`src/rtl/hazard_ctrl_if.sv`:
```
// Pipeline-control bundle between the hazard controller and the pipeline registers.
// Optional HAZARD_PERF_EN adds the stall/flush performance counter outputs.
interface hazard_ctrl_if #(
    parameter int unsigned REG_ADDR_WIDTH = 5
);
    logic [REG_ADDR_WIDTH-1:0] rs1d;
    logic [REG_ADDR_WIDTH-1:0] rs2d;
    logic [REG_ADDR_WIDTH-1:0] rs1e;
    logic [REG_ADDR_WIDTH-1:0] rs2e;
    logic [REG_ADDR_WIDTH-1:0] rde;
    logic [REG_ADDR_WIDTH-1:0] rdm;
    logic [REG_ADDR_WIDTH-1:0] rdw;
    logic                      regwritem;
    logic                      regwritew;
    logic                      resultsrce0;
    logic                      pcsrce;
    logic                      imem_ready;
    logic                      stallf;
    logic                      stalld;
    logic                      flushd;
    logic                      flushe;
    logic [1:0]                forwardae;
    logic [1:0]                forwardbe;
    logic                      imem_err;
`ifdef HAZARD_PERF_EN
    logic [31:0]               stall_cnt;
    logic [31:0]               flush_cnt;
`endif

    // Pipeline side: supplies register fields and status, consumes controls.
    modport master (
        output rs1d, rs2d, rs1e, rs2e, rde, rdm, rdw,
        output regwritem, regwritew, resultsrce0, pcsrce, imem_ready,
        input  stallf, stalld, flushd, flushe, forwardae, forwardbe, imem_err
`ifdef HAZARD_PERF_EN
        , input stall_cnt, flush_cnt
`endif
    );

    // Controller side.
    modport slave (
        input  rs1d, rs2d, rs1e, rs2e, rde, rdm, rdw,
        input  regwritem, regwritew, resultsrce0, pcsrce, imem_ready,
        output stallf, stalld, flushd, flushe, forwardae, forwardbe, imem_err
`ifdef HAZARD_PERF_EN
        , output stall_cnt, flush_cnt
`endif
    );
endinterface

```
`src/rtl/hazard_ctrl.sv`:
```
// Hazard controller for the 5-stage core: stall/flush, operand forwarding, imem wait watchdog.
// Define HAZARD_PERF_EN to add saturating stall/flush cycle counters.
module hazard_ctrl #(
    parameter int unsigned REG_ADDR_WIDTH = 5,
    parameter int unsigned TIMEOUT_CYCLES = 64
) (
    input  logic         clk,
    input  logic         rst,
    hazard_ctrl_if.slave hz
);
    localparam int unsigned CNT_W = $clog2(TIMEOUT_CYCLES + 1);
    localparam logic [REG_ADDR_WIDTH-1:0] X0 = '0;
    localparam logic [CNT_W-1:0] CNT_MAX = CNT_W'(TIMEOUT_CYCLES);

    typedef enum logic [1:0] {
        RUN       = 2'b00,
        IMEM_WAIT = 2'b01
    } state_e;

    state_e           state_q;
    logic [CNT_W-1:0] cnt_q;
    logic [CNT_W-1:0] cnt_d;
    logic             err_q;
    logic             in_wait_c;
    logic             fetch_stall_c;
    logic             lwstall_c;

    // Exit cycle (IMEM_WAIT with imem_ready=1) follows RUN rules, so only a low ready stalls fetch.
    assign in_wait_c     = (state_q == IMEM_WAIT) && !hz.imem_ready;
    assign fetch_stall_c = in_wait_c || !hz.imem_ready;

    assign lwstall_c = hz.resultsrce0 && (hz.rde != X0) &&
                       ((hz.rde == hz.rs1d) || (hz.rde == hz.rs2d));

    assign cnt_d = (cnt_q == CNT_MAX) ? cnt_q : cnt_q + CNT_W'(1);

    // Operand forwarding; memory stage has priority over writeback.
    always_comb begin
        hz.forwardae = 2'b00;
        hz.forwardbe = 2'b00;
        if (!rst) begin
            if (hz.regwritem && (hz.rdm != X0) && (hz.rdm == hz.rs1e)) begin
                hz.forwardae = 2'b10;
            end else if (hz.regwritew && (hz.rdw != X0) && (hz.rdw == hz.rs1e)) begin
                hz.forwardae = 2'b01;
            end
            if (hz.regwritem && (hz.rdm != X0) && (hz.rdm == hz.rs2e)) begin
                hz.forwardbe = 2'b10;
            end else if (hz.regwritew && (hz.rdw != X0) && (hz.rdw == hz.rs2e)) begin
                hz.forwardbe = 2'b01;
            end
        end
    end

    // Stall/flush priority: reset, redirect, fetch wait, load-use.
    always_comb begin
        hz.stallf = 1'b0;
        hz.stalld = 1'b0;
        hz.flushd = 1'b0;
        hz.flushe = 1'b0;
        if (rst) begin
            hz.flushd = 1'b1;
            hz.flushe = 1'b1;
        end else if (hz.pcsrce) begin
            hz.flushd = 1'b1;
            hz.flushe = 1'b1;
        end else if (fetch_stall_c) begin
            hz.stallf = 1'b1;
            hz.stalld = 1'b1;
            hz.flushe = 1'b1;
        end else if (lwstall_c) begin
            hz.stallf = 1'b1;
            hz.stalld = 1'b1;
            hz.flushe = 1'b1;
        end
    end

    // Fetch sequencing FSM with watchdog counter and sticky error.
    always_ff @(posedge clk or posedge rst) begin
        if (rst) begin
            state_q <= RUN;
            cnt_q   <= '0;
            err_q   <= 1'b0;
        end else begin
            case (state_q)
                RUN: begin
                    cnt_q <= '0;
                    if (!hz.imem_ready) state_q <= IMEM_WAIT;
                end
                IMEM_WAIT: begin
                    if (hz.imem_ready) begin
                        state_q <= RUN;
                        cnt_q   <= '0;
                    end else begin
                        cnt_q <= cnt_d;
                        if (cnt_d == CNT_MAX) err_q <= 1'b1;
                    end
                end
                default: begin
                    state_q <= RUN;
                    cnt_q   <= '0;
                end
            endcase
        end
    end

    assign hz.imem_err = err_q;

`ifdef HAZARD_PERF_EN
    logic [31:0] stall_cnt_q;
    logic [31:0] flush_cnt_q;

    // Saturating cycle counters for stalled decode and execute bubbles.
    always_ff @(posedge clk or posedge rst) begin
        if (rst) begin
            stall_cnt_q <= '0;
            flush_cnt_q <= '0;
        end else begin
            if (hz.stalld && (stall_cnt_q != 32'hFFFF_FFFF)) stall_cnt_q <= stall_cnt_q + 32'd1;
            if (hz.flushe && (flush_cnt_q != 32'hFFFF_FFFF)) flush_cnt_q <= flush_cnt_q + 32'd1;
        end
    end

    assign hz.stall_cnt = stall_cnt_q;
    assign hz.flush_cnt = flush_cnt_q;
`endif

endmodule

```
`src/flat_wrapper.sv`:
```
// flat-port wrapper written by rule: the top's interface ports become plain ports
module hazard_ctrl_flat 
#(
    parameter int unsigned REG_ADDR_WIDTH = 5,
    parameter int unsigned TIMEOUT_CYCLES = 64
)
  (clk, rst, hz_rs1d, hz_rs2d, hz_rs1e, hz_rs2e, hz_rde, hz_rdm, hz_rdw, hz_regwritem, hz_regwritew, hz_resultsrce0, hz_pcsrce, hz_imem_ready, hz_stallf, hz_stalld, hz_flushd, hz_flushe, hz_forwardae, hz_forwardbe, hz_imem_err);
  hazard_ctrl_if #(.REG_ADDR_WIDTH(REG_ADDR_WIDTH)) hz_i ();
  input  logic clk;
  input  logic rst;
  input wire logic [$bits(hz_i.rs1d)-1:0] hz_rs1d;
  input wire logic [$bits(hz_i.rs2d)-1:0] hz_rs2d;
  input wire logic [$bits(hz_i.rs1e)-1:0] hz_rs1e;
  input wire logic [$bits(hz_i.rs2e)-1:0] hz_rs2e;
  input wire logic [$bits(hz_i.rde)-1:0] hz_rde;
  input wire logic [$bits(hz_i.rdm)-1:0] hz_rdm;
  input wire logic [$bits(hz_i.rdw)-1:0] hz_rdw;
  input wire logic [$bits(hz_i.regwritem)-1:0] hz_regwritem;
  input wire logic [$bits(hz_i.regwritew)-1:0] hz_regwritew;
  input wire logic [$bits(hz_i.resultsrce0)-1:0] hz_resultsrce0;
  input wire logic [$bits(hz_i.pcsrce)-1:0] hz_pcsrce;
  input wire logic [$bits(hz_i.imem_ready)-1:0] hz_imem_ready;
  output wire logic [$bits(hz_i.stallf)-1:0] hz_stallf;
  output wire logic [$bits(hz_i.stalld)-1:0] hz_stalld;
  output wire logic [$bits(hz_i.flushd)-1:0] hz_flushd;
  output wire logic [$bits(hz_i.flushe)-1:0] hz_flushe;
  output wire logic [$bits(hz_i.forwardae)-1:0] hz_forwardae;
  output wire logic [$bits(hz_i.forwardbe)-1:0] hz_forwardbe;
  output wire logic [$bits(hz_i.imem_err)-1:0] hz_imem_err;
  assign hz_i.rs1d = hz_rs1d;
  assign hz_i.rs2d = hz_rs2d;
  assign hz_i.rs1e = hz_rs1e;
  assign hz_i.rs2e = hz_rs2e;
  assign hz_i.rde = hz_rde;
  assign hz_i.rdm = hz_rdm;
  assign hz_i.rdw = hz_rdw;
  assign hz_i.regwritem = hz_regwritem;
  assign hz_i.regwritew = hz_regwritew;
  assign hz_i.resultsrce0 = hz_resultsrce0;
  assign hz_i.pcsrce = hz_pcsrce;
  assign hz_i.imem_ready = hz_imem_ready;
  assign hz_stallf = hz_i.stallf;
  assign hz_stalld = hz_i.stalld;
  assign hz_flushd = hz_i.flushd;
  assign hz_flushe = hz_i.flushe;
  assign hz_forwardae = hz_i.forwardae;
  assign hz_forwardbe = hz_i.forwardbe;
  assign hz_imem_err = hz_i.imem_err;
  hazard_ctrl #(.REG_ADDR_WIDTH(REG_ADDR_WIDTH), .TIMEOUT_CYCLES(TIMEOUT_CYCLES)) u_core (.clk(clk), .rst(rst), .hz(hz_i));
endmodule
```
`config.mk`:
```
export PLATFORM = sky130hd
export DESIGN_NAME = hazard_ctrl_flat
export DESIGN_NICKNAME = d
export VERILOG_FILES = /design/src/rtl/hazard_ctrl_if.sv /design/src/rtl/hazard_ctrl.sv /design/src/flat_wrapper.sv
export SDC_FILE = /design/constraint.sdc
export NUM_CORES = 1
export LEC_CHECK = 0
export CAP_MARGIN = 25
export CORE_MARGIN = 2
export CORE_UTILIZATION = 35
export DETAILED_ROUTE_END_ITERATION = 8
export PLACE_DENSITY = 0.82
export SLEW_MARGIN = 30
export SYNTH_ARGS = -nofsm -noshare
export SYNTH_HDL_FRONTEND = slang
export SYNTH_SLANG_ARGS = --single-unit
```
`constraint.sdc`:
```
create_clock -name clk -period 2 [get_ports clk]
set_input_delay 0.4 -clock clk [delete_from_list [all_inputs] [get_ports clk]]
set_output_delay 0.4 -clock clk [all_outputs]
set_load 0.01 [all_outputs]
```
==> impl_metrics.tcl, run 1 <==
set metrics [dict create \
    syn_area_per_cell_um2 8.76 \
    syn_nets 152 \
    hold_path_class "in2async" \
    grt_max_degree 10 \
    mostFrequentLayoutCells "25 x buf_4, 23 x xor2_1, 21 x dlygate4sd2_1, 12 x xnor2_1, 12 x buf_2" \
    max_slew_margin_pct 75.2 \
    dpl-instance-area_um2 1660 \
    drtPass1Iterations 4 \
    io_pins 51 \
    antenna_found_initial 0 \
    post-route-period-util_pct 112 \
    worstRegToRegCells 5 \
    p_switching_uw 264 \
    routed_wl_um 3490 \
    coreArea_um2 2500 \
    globalplace.congestion 0.787 \
    nFillCells 200 \
    multi_input_area_um2 806 \
    crit_required_ps 1600 \
    outcome "complete, but fails checks" \
    r2r_end "u_core.hz.imem_err$_DFFE_PP0P_" \
    grt_pass1_wl_um 5320 \
    cts_buffers 3 \
    p_comb_share_pct 48.8 \
    vias_per_cell 5.19 \
    synthFlopType "dfrtp_1" \
    drtIter0Drc 49 \
    start_util_pct 37.5 \
    synthDistinctLibCells 29 \
    grt.total_usage_pct 21.8 \
    power.total_uw 728 \
    path_clk_slew_ps 70 \
    drc 0 \
    met1_usage_pct 20.8 \
    synth_top_area_cell "dfrtp_1" \
    cts_hold_repair.buffers 0 \
    use_met2_pct 42.9 \
    finalMaxSlewViolations 0 \
    nets 237 \
    layout_commonest_cell "buf_4" \
    ir_worst_vdd_mv 0.442 \
    antenna_left 0 \
    num_vias 1146 \
    rsz0062_at_grt "true" \
    p_int_uw 463 \
    leakagePower_nw 0.814 \
    cts_tree "yes" \
    netSwitchingFraction_pct 36.3 \
    p_clk_share_pct 20.0 \
    cts_max_level 1 \
    clockBufferDepth 2 \
    grt.busiest_layer "met2" \
    wl_per_cell_um 15.8 \
    die_w_um 55.7 \
    yosysTopAreaCellShare_pct 24.0 \
    die_height_um 55.7 \
    grt_overflow 0 \
    syn_inst 107 \
    syn2layout_area_growth_pct 90.5 \
    dp_hpwl_um 2500 \
    endpoint_kind "primary output" \
    path_max_fanout 2 \
    regArea_um2 225 \
    critPathKind "in2out" \
    violations "negative setup slack" \
    final_cell_count_no_fill 221 \
    fin_crit_ps 2240 \
    cts_root_buf "clkbuf_4" \
    stdcell_area_um2 1790 \
    worst_pin_slew_ps 372 \
    netlist_area_um2 937 \
    ff2ff_setup_slack_ps 300 \
    synth_area_leaders "dfrtp_1 24%, xor2_1 21%, xnor2_1 12%" \
    clock-sinks 9 \
    design.die.area_um2 3110 \
    fp-row-count 18 \
    powerDensity_nw_per_um2 408 \
    finalSetupViolCount 4 \
    maxCapViolCount 0 \
    placed_cells 212 \
    grt_pass1_vias 1264 \
    synth_edf_count 0 \
    finalHoldViolCount 0 \
    worst_slack_ps -242 \
    skew_ps 7.47 \
    startpoint_type "input port" \
    p_seq_share_pct 31.2 \
    r2r-start "u_core.cnt_q[0]$_DFF_PP0_" \
    port_buffers 50 \
    ys_seq_area_share_pct 24.0 \
    clock.fmax_ghz 0.446 \
    drive_gt1_share_pct 38.7 \
    cp.arrival_ps 1840 \
    yosysWarnings 0 \
    clkLatencyLatePin_ps 270 \
    use_met3_pct 5.58 \
    tns_ps -554 \
    antennaDiodeCount 0 \
    ys_async_sr_fraction_pct 100 \
    synth-seq-cells 9 \
]
[logic make-up (layout without fill, tap and decap cells)]
kind of cell             after synthesis  count (layout)  share of synthesized area, %
XOR/XNOR                              36              36                          33.6
adder cells (fa/ha/maj)                3               3                          4.01
flip-flops                             9               9                          24.0
buffers and inverters                  6              90                          2.80
AO/OA/AOI/OAI                         12              12                          8.68
AND/OR/NAND/NOR                       40              40                          25.8
multiplexers                           1               1                          1.07
[power by group through the flow]
| stage | clock (mW) | combinational, mW | sequential, mW |
|---|---|---|---|
| after floorplan | 0 | 0.143 | 0.224 |
| after CTS | 0.146 | 0.326 | 0.226 |
| after detailed placement | 0 | 0.325 | 0.230 |
| final | 0.146 | 0.355 | 0.227 |
| after global routing | 0.162 | 0.387 | 0.231 |
| after global placement | 0 | 0.311 | 0.226 |
[metrics by stage]
step | hold WS (ps) | utilization (%) | setup WS, ps
floorplan | 236 | - | 52.2
global placement | 450 | 66.5 | -924
detailed placement | 473 | 66.5 | -957
CTS | 295 | 69.1 | -184
global route | 324 | 71.4 | -259
finish | 349 | 71.4 | -242
[how the worst max path moves through the flow]
stage / from / end / depth (start not counted)
floorplan: hz_rdm[0] / hz_forwardae[0] / 4
global placement: hz_rdm[0] / hz_forwardbe[0] / 6
detailed placement: hz_rdm[0] / hz_forwardbe[0] / 6
CTS: hz_rdw[3] / hz_forwardbe[0] / 6
global route: hz_rdm[2] / hz_forwardbe[0] / 7
finish: hz_rdm[3] / hz_forwardbe[0] / 7
[cells in the mapped netlist (2+ instances only)]
library cell  number
nor4_1             2
nand2b_1           2
xnor2_1           13
nand2_1            6
o211ai_1           2
or4_1              5
o21ai_0            4
ha_1               3
dfrtp_1            9
xor2_1            23
nor2_1             7
inv_1              5
nor3_1             6
nor4_2             2
nand3_1            4
[flip-flops by register name (all words and copies together) (netlist names)]
| signal | count |
|---|---|
| u_core.cnt_q | 7 |
| u_core.state_q | 1 |
| u_core.hz.imem_err | 1 |
[routing by layer]
layer | up-vias | share of wire (%)
met1 | 542 | 35
met3 | 10 | 5.5
met4 | 0 | 3.1
li1 | 544 | -
met5 | - | 0
met2 | 50 | 56
[worst max-delay path, stage by stage]
cell,delay [ps]
buf_2,110
or4_4,520
o21ai_4,160
buf_6,130
nor3_4,40
nor4_4,300
buf_2,180
[final cells by class]
type / instances / area share (%)
Clock buffer: 4 / 1.47
Sequential cell: 9 / 12.6
Tap cell: 30 / 2.10
Timing Repair Buffer: 81 / 37.6
Inverter: 5 / 1.05
Multi-Input combinational cell: 92 / 45.1
[what timing repair did]
action,4_1_cts,5_1_grt
buffers inserted,3,3
resized for setup,123,12
pin swaps,16,10
setup endpoints to repair,8,6
Power figures use the tool's default switching activity.
==> inputs of run 2 (changes only) <==
Settings changed: CORE_MARGIN 2 to 4.
==> impl_metrics.tcl, run 2 (synthesized netlist as in run 1, its figures left out) <==
set metrics [dict create \
    fin_util_pct 68.4 \
    grt_pass1_vias 1198 \
    cts_buffers 3 \
    drive_gt1_share_pct 36.8 \
    largest_register_ffs 7 \
    wl_per_cell_um 14.6 \
    regArea_um2 225 \
    worst_pin_slew_ps 254 \
    ir_worst_vdd_mv 0.468 \
    skew_ps 2.89 \
    drc 0 \
    rsz0062_at_grt "true" \
    start_util_pct 37.2 \
    globalplace.congestion 0.854 \
    r2r_end "u_core.hz.imem_err$_DFFE_PP0P_" \
    dp_hpwl_um 2450 \
    cp.arrival_ps 1760 \
    vias_per_cell 5.07 \
    nets 231 \
    leakagePower_nw 0.801 \
    powerDensity_nw_per_um2 408 \
    cts_max_level 1 \
    grt.total_usage_pct 18.2 \
    cts_hold_repair.buffers 0 \
    fp-row-count 18 \
    clkLatencyLatePin_ps 270 \
    crit_required_ps 1600 \
    path_clk_slew_ps 60 \
    finalHoldViolCount 0 \
    path_max_fanout 2 \
    ff2ff_setup_slack_ps 310 \
    routed_wl_um 3130 \
    grt_pass1_wl_um 4900 \
    finalMaxSlewViolations 0 \
    post-route-period-util_pct 108 \
    cts_root_buf "clkbuf_4" \
    syn2layout_area_growth_pct 84.1 \
    endpoint_kind "primary output" \
    fin_crit_ps 2160 \
    r2r-start "u_core.cnt_q[0]$_DFF_PP0_" \
    clock.fmax_ghz 0.464 \
    num_vias 1089 \
    maxCapViolCount 0 \
    layout_commonest_cell "xor2_1" \
    cts_tree "yes" \
    coreArea_um2 2520 \
    clock-sinks 9 \
    die_w_um 59.7 \
    critPathKind "in2out" \
    violations "negative setup slack" \
    io_pins 51 \
    outcome "complete, but fails checks" \
    finalSetupViolCount 2 \
    worstRegToRegCells 5 \
    worst_slack_ps -156 \
    clockBufferDepth 2 \
    grt_overflow 0 \
    startpoint_type "input port" \
    design.die.area_um2 3570 \
    drtPass1Iterations 4 \
    multi_input_area_um2 781 \
    drtIter0Drc 21 \
    antenna_found_initial 0 \
    antennaDiodeCount 0 \
    dpl-instance-area_um2 1630 \
    hold_path_class "in2async" \
    nFillCells 200 \
    die_height_um 59.7 \
    port_buffers 50 \
    mostFrequentLayoutCells "23 x xor2_1, 19 x buf_4, 16 x dlygate4sd2_1, 13 x xnor2_1, 11 x buf_2" \
    antenna_left 0 \
    stdcell_area_um2 1730 \
    top_register "u_core.cnt_q" \
    grt_max_degree 10 \
    max_slew_margin_pct 83.0 \
]
## run 2: power by group
| part | internal [mW] | leakage, nW | switching, mW |
|---|---|---|---|
| registers | 0.204 | 0.122 | 0.0226 |
| logic | 0.173 | 0.663 | 0.158 |
| clock network | 0.0773 | 0.0150 | 0.0700 |
## run 2: cell type report
| class | instances | area share, % |
|---|---|---|
| clock buffer | 4 | 1.52 |
| inverter | 5 | 1.09 |
| tap | 30 | 2.18 |
| sequential | 9 | 13.1 |
| timing repair buffer | 75 | 36.9 |
| multi-input combinational | 92 | 45.3 |
## run 2: worst max path at each step
| stage | end | startpoint | depth (start not counted) | slack [ps] |
|---|---|---|---|---|
| global route | hz_forwardbe[0] | hz_rdw[0] | 6 | -220 |
| global placement | hz_forwardbe[0] | hz_rdm[0] | 6 | -850 |
| CTS | hz_forwardbe[0] | hz_rdw[3] | 6 | -140 |
| finish | hz_forwardae[0] | hz_rdw[3] | 6 | -160 |
| detailed placement | hz_forwardbe[0] | hz_rdm[0] | 6 | -850 |
| floorplan | hz_forwardae[0] | hz_rdm[0] | 4 | 50 |
## run 2: metal layers
metal  vias to the layer above  wire length, µm  share of wire, %  global-route usage, %
met5                         -                0                 0                      0
met4                         0               42               1.3                   6.33
met3                         5              239               7.6                   3.89
met2                        49             1680                54                   36.4
met1                       503             1170                37                   17.9
li1                        532                -                 -                      -
## run 2: worst max-delay path: stages
cell and delay [ps]:
buf_6 100, buf_6 110, xor2_1 160, or4_4 540
nor4_2 270, buf_2 170
## run 2: metrics by stage
step | total power, mW | setup TNS [ps] | std cells | worst slack [ps] | hold WS [ps]
after CTS | 0.698 | -268 | 215 | -144 | 345
after floorplan | 0.367 | 0 | 107 | 52.2 | 236
after global routing | 0.752 | -425 | 215 | -224 | 392
final | 0.705 | -289 | 215 | -156 | 376
after global placement | 0.533 | -5060 | 208 | -854 | 456
after detailed placement | 0.549 | -5170 | 208 | -849 | 468
## run 2: timing repair
action / CTS / global route
gates resized for setup: 118 / 19
pin swaps: 16 / 11
setup endpoints to repair: 8 / 7
setup buffers: 3 / 1
